### src/rtl/mc_ctrl.sv
// Multi-cycle control sequencer for the RV32I core: steps IF/ID/EX/MEM/WB,
// drives register/memory strobes, counts retired instructions, traps on faults.
module mc_ctrl #(
  parameter int TIMEOUT = 255,
  parameter int CNT_W   = 8
) (
  input  logic        clk,
  input  logic        rst,
  input  logic [6:0]  opcode,
  output logic        imem_req,
  input  logic        imem_ack,
  output logic        dmem_req,
  output logic        dmem_we,
  input  logic        dmem_ack,
  output logic        ir_we,
  output logic        pc_we,
  output logic        rf_we,
  output logic        retire,
  output logic [31:0] instret,
  output logic [2:0]  state,
  output logic        halt,
  output logic [1:0]  trap_cause
);

  typedef enum logic [2:0] {
    S_IF   = 3'd0,
    S_ID   = 3'd1,
    S_EX   = 3'd2,
    S_MEM  = 3'd3,
    S_WB   = 3'd4,
    S_TRAP = 3'd7
  } state_t;

  localparam logic [6:0] OPC_LUI    = 7'b0110111;
  localparam logic [6:0] OPC_AUIPC  = 7'b0010111;
  localparam logic [6:0] OPC_JAL    = 7'b1101111;
  localparam logic [6:0] OPC_JALR   = 7'b1100111;
  localparam logic [6:0] OPC_BRANCH = 7'b1100011;
  localparam logic [6:0] OPC_LOAD   = 7'b0000011;
  localparam logic [6:0] OPC_STORE  = 7'b0100011;
  localparam logic [6:0] OPC_OPIMM  = 7'b0010011;
  localparam logic [6:0] OPC_OP     = 7'b0110011;

  localparam logic [1:0] CAUSE_ILLEGAL = 2'd1;
  localparam logic [1:0] CAUSE_IMEM    = 2'd2;
  localparam logic [1:0] CAUSE_DMEM    = 2'd3;

  localparam logic [CNT_W-1:0] WAIT_LAST = CNT_W'(TIMEOUT - 1);

  state_t            state_q, state_d;
  logic [CNT_W-1:0]  wait_cnt_q, wait_cnt_d;
  logic [1:0]        trap_cause_q, trap_cause_d;
  logic [31:0]       instret_q, instret_d;
  logic              is_store_q, is_store_d;

  logic op_legal, op_branch, op_load, op_store;
  logic imem_req_c, ir_we_c, dmem_req_c, dmem_we_c, pc_we_c, rf_we_c, retire_c;

  always_comb begin
    op_branch = (opcode == OPC_BRANCH);
    op_load   = (opcode == OPC_LOAD);
    op_store  = (opcode == OPC_STORE);
    op_legal  = (opcode == OPC_LUI)   || (opcode == OPC_AUIPC) ||
                (opcode == OPC_JAL)   || (opcode == OPC_JALR)  ||
                (opcode == OPC_OPIMM) || (opcode == OPC_OP)    ||
                op_branch || op_load || op_store;
  end

  // Handshake: a request is held high for every cycle of its state; the
  // matching ack completes it on the rising edge where both are high. Acks
  // seen in any other state are ignored.
  always_comb begin
    state_d      = state_q;
    wait_cnt_d   = wait_cnt_q;
    trap_cause_d = trap_cause_q;
    is_store_d   = is_store_q;
    imem_req_c   = 1'b0;
    ir_we_c      = 1'b0;
    dmem_req_c   = 1'b0;
    dmem_we_c    = 1'b0;
    pc_we_c      = 1'b0;
    rf_we_c      = 1'b0;
    retire_c     = 1'b0;

    case (state_q)
      S_IF: begin
        imem_req_c = 1'b1;
        ir_we_c    = imem_ack;
        if (imem_ack) begin
          state_d    = S_ID;
          wait_cnt_d = '0;
        end else if (wait_cnt_q == WAIT_LAST) begin
          state_d      = S_TRAP;
          trap_cause_d = CAUSE_IMEM;
        end else begin
          wait_cnt_d = wait_cnt_q + CNT_W'(1);
        end
      end
      S_ID: begin
        if (!op_legal) begin
          state_d      = S_TRAP;
          trap_cause_d = CAUSE_ILLEGAL;
        end else begin
          state_d = S_EX;
        end
      end
      S_EX: begin
        // MEM must not look at opcode again, so the access direction is kept.
        is_store_d = op_store;
        if (op_load || op_store) begin
          state_d    = S_MEM;
          wait_cnt_d = '0;
        end else if (op_branch) begin
          pc_we_c    = 1'b1;
          retire_c   = 1'b1;
          state_d    = S_IF;
          wait_cnt_d = '0;
        end else begin
          state_d = S_WB;
        end
      end
      S_MEM: begin
        dmem_req_c = 1'b1;
        dmem_we_c  = is_store_q;
        if (dmem_ack) begin
          wait_cnt_d = '0;
          if (is_store_q) begin
            pc_we_c  = 1'b1;
            retire_c = 1'b1;
            state_d  = S_IF;
          end else begin
            state_d = S_WB;
          end
        end else if (wait_cnt_q == WAIT_LAST) begin
          state_d      = S_TRAP;
          trap_cause_d = CAUSE_DMEM;
        end else begin
          wait_cnt_d = wait_cnt_q + CNT_W'(1);
        end
      end
      S_WB: begin
        rf_we_c    = 1'b1;
        pc_we_c    = 1'b1;
        retire_c   = 1'b1;
        state_d    = S_IF;
        wait_cnt_d = '0;
      end
      S_TRAP: begin
        state_d = S_TRAP;
      end
      default: begin
        state_d    = S_IF;
        wait_cnt_d = '0;
      end
    endcase

    instret_d = retire_c ? instret_q + 32'd1 : instret_q;
  end

  always_ff @(posedge clk or posedge rst) begin
    if (rst) begin
      state_q      <= S_IF;
      wait_cnt_q   <= '0;
      trap_cause_q <= 2'd0;
      instret_q    <= 32'd0;
      is_store_q   <= 1'b0;
    end else begin
      state_q      <= state_d;
      wait_cnt_q   <= wait_cnt_d;
      trap_cause_q <= trap_cause_d;
      instret_q    <= instret_d;
      is_store_q   <= is_store_d;
    end
  end

  // Reset is asynchronous, so strobes are masked by rst directly.
  assign imem_req   = imem_req_c & ~rst;
  assign ir_we      = ir_we_c    & ~rst;
  assign dmem_req   = dmem_req_c & ~rst;
  assign dmem_we    = dmem_we_c  & ~rst;
  assign pc_we      = pc_we_c    & ~rst;
  assign rf_we      = rf_we_c    & ~rst;
  assign retire     = retire_c   & ~rst;
  assign halt       = (state_q == S_TRAP) & ~rst;
  assign state      = state_q;
  assign instret    = instret_q;
  assign trap_cause = trap_cause_q;

endmodule

### config.mk
export PLATFORM = sky130hd
export DESIGN_NAME = mc_ctrl
export DESIGN_NICKNAME = d
export VERILOG_FILES = /design/src/rtl/mc_ctrl.sv
export SDC_FILE = /design/constraint.sdc
export NUM_CORES = 1
export LEC_CHECK = 0
export ABC_AREA = 1
export BUFFER_PORTS_ARGS = -buffer_cell sky130_fd_sc_hd__clkbuf_2
export CORE_AREA = 2 2 83 85
export DETAILED_ROUTE_END_ITERATION = 12
export DIE_AREA = 0 0 85 87
export GPL_ROUTABILITY_DRIVEN = 0
export PLACE_DENSITY = 0.74
export SLEW_MARGIN = 5
export SYNTH_ARGS = -nofsm -noshare
export SYNTH_HDL_FRONTEND = slang
export SYNTH_SLANG_ARGS = --single-unit
### constraint.sdc
create_clock -name clk -period 1.4 [get_ports clk]
set_input_delay 0.14 -clock clk [delete_from_list [all_inputs] [get_ports clk]]
set_output_delay 0.14 -clock clk [all_outputs]
set_load 0.03 [all_outputs]
==> flow_summary.toml <==
[routing]
met1Wirelength_um = 3803
vias = 3526
drc = 0
drt-initial-drc-count = 243
routedWlPerCell_um = 14.80
drtPass1Iterations = 5
wl_met2_um = 5234
highest_layer = "met4"
routed-wl-met3_um = 568
wirelength_um = 9915
routed_via_density = 5.263
postRouteAntennaNets = 0

[timing]
whs_ns = 0.1081
fin_ws_ns = -0.3441
slew_headroom = 0.6806
fmaxAchievable_ghz = 0.5734
setup_viol = 53
hold_violations = 0
setup_tns_ns = -11.59
rsz0062_at_grt = "yes"
fin_crit_sh = 1.246
final_max_slew_viol_count = 0
clock_skew_ns = 0.01312
min_period_ns = 1.744
worstMarginPinSlew_ns = 0.4740

[final_layout]
layout-drive-gt1-share = 0.4322
nNetsFinal = 603
final_cells = 670
antenna_cells = 0
areaGrowthSynthToFinish_pct = 50.45
nFillCells = 456

[critical_path]
cp-start-kind = "flip-flop"
end_kind = "flip-flop"
path_class = "flip-flop to flip-flop"
required_ns = 1.61
path_max_fanout = 6
rr_worst_depth = 10
cp.arrival_ns = 1.95

[pwr]
vdd_drop_max_mv = 1.144
p_sw_mw = 2.758
pwr-share-clk = 0.155
power.total_mw = 6.644
combPwrFrac = 0.582
p_per_area_nw_per_um2 = 1377
power_leakage_nw = 2.456
pwr-share-seq = 0.263
switching_share = 0.4151
intPower_mw = 3.886

[worst_hold_path]
whs_path_depth = 3
holdCritPathClass = "input pin to flip-flop"

[floorplanning]
fp.dieW_um = 85
ios = 56
die_area_um2 = 7395
initial_core_util = 0.4882
core_area_um2 = 6569
die_h_um = 87
rows = 30

[clock_tree]
cts_buffers = 5
clockBufferDepth = 2
cts.clk_slew.worst_paths_ns = 0.09
clock-sinks = 46
clk_latency_ns = 0.32
clk_root_buffer_cell = "clkbuf_8"
cts_tree = "yes"
h-tree-depth = 2

[global_route]
grt_max_degree = 33
grt_pass1_vias = 3449
antenna_found_initial = 0
grt_pass1_wl_um = 15410
grt_overflow_total = 0
grt_use_total = 0.2588

[synthesis]
synth.top_cells.by_area = "dfrtp_1, nand2_1, nor2_1"
synthesis.area_um2 = 3207
synth_top_cell_by_area = "dfrtp_1"
synth_cell_type_count = 33
synth_top_area_frac = 0.3590
postSynthAreaPerCell_um2 = 7.095
synth_nets = 466
yosys_warnings = 0
synth_seq_cells = 46
ys_seq_area_frac = 0.3590
synthCells = 452

[status]
violations = "negative setup slack"
status = "complete, but fails checks"

[placed_design]
hpwlAfterDp_um = 6520
preCtsSetupSlack_ns = -0.05027
port_buffers = 55
placedCellCount = 639

[run]
maxCapViolations = 0
-- state kept, by name, indices dropped and copies added (netlist names) --
signal,count
is_store_q,1
state,3
instret,32
wait_cnt_q,8
trap_cause,2
-- kinds of logic (layout without fill, tap and decap cells) --
logic type	after synthesis	count (layout)	share of synthesized area
adder cells (fa/ha/maj)	3	3	0.01171
flip-flops	46	46	0.3590
XOR/XNOR	17	17	0.06984
AO/OA/AOI/OAI	16	16	0.02536
buffers and inverters	56	194	0.08232
AND/OR/NAND/NOR	314	314	0.4518
-- metal layers --
layer,global-route usage,up-vias
li1,-,1687
met1,0.3031,1659
met2,0.4751,146
met3,0.04455,34
met4,0.09235,0
met5,0,-
-- cells in the mapped netlist, drive strengths merged --
| master | count |
|---|---|
| a21oi | 2 |
| buf | 8 |
| clkbuf | 1 |
| dfrtp | 46 |
| ha | 3 |
| inv | 47 |
| nand2 | 188 |
| nand3 | 27 |
| nand3b | 10 |
| nand4 | 12 |
| nor2 | 65 |
| nor3 | 9 |
| nor4 | 2 |
| o21ai | 13 |
| o22ai | 1 |
| or2 | 1 |
| xnor2 | 10 |
| xor2 | 7 |
-- power groups by stage --
stage               combinational [mW]  clock (mW)  sequential (mW)
detailed placement                2.46           0             1.78
floorplan                         1.38           0             2.01
CTS                               3.22        1.03             1.75
global placement                  2.41           0             1.76
global route                      4.07        1.08             1.77
finish                            3.87        1.03             1.75
-- cell type report --
cell class              count  area (µm²)  area share
clock buffers               7       76.32     0.01582
inverters                  47       186.4     0.03864
well taps                  80       100.1     0.02075
repair buffers            139        1162      0.2409
multi-input cells         350        2100      0.4352
flip-flops and latches     46        1170      0.2425
clock inverters             1       30.03    0.006224
-- path summary, 6_finish.rpt --
| path | from | to | slack [ns] |
|---|---|---|---|
| setup / recovery | state[1] | instret[0] | -0.34 |
| hold / removal | opcode[5] | is_store_q | 0.11 |
| setup reg to reg | state[1] | instret[0] | -0.34 |
| hold reg to reg | trap_cause[0] | trap_cause[0] | 0.49 |
| max in group asynchronous | rst | instret[2] | 0.38 |
| min in group asynchronous | rst | wait_cnt_q[1] | 0.52 |
-- what timing repair did --
| action | 4_1_cts | 5_1_grt |
|---|---|---|
| hold buffers | 1 | 0 |
| buffers inserted | 11 | 9 |
| endpoints found under the setup margin | 38 | 55 |
| endpoints found under the hold margin | 14 | 0 |
| pin swaps | 11 | 22 |
| gates cloned | 4 | 0 |
| resized for setup | 36 | 65 |
-- worst max-delay path, stage by stage, from the launching register on --
cell and delay (ns):
dfrtp_2 0.46, buf_12 0.15, nand3_4 0.09, nor2_4 0.05, nor2_4 0.12, nand2_4 0.07, buf_4 0.15, buf_12 0.13
buf_4 0.15, buf_16 0.13, xor2_1 0.13
-- stage by stage --
stage	util	instance area, µm²
detailed placement	0.6255	4109
global placement	0.6255	4109
global route	0.7345	4825
floorplan	-	3331
finish	0.7345	4825
CTS	0.6939	4558
-- placed cells by master, fill, tap and decap left out, drive strengths merged --
cell	instances
nand2	188
buf	90
nor2	65
clkbuf	55
inv	47
dfrtp	46
nand3	27
o21ai	13
nand4	12
nand3b	10
xnor2	10
nor3	9
xor2	7
ha	3
a21oi	2
nor4	2
or2	1
o22ai	1
bufinv	1
dlygate4sd3	1
(Power assumes the default switching activity.)
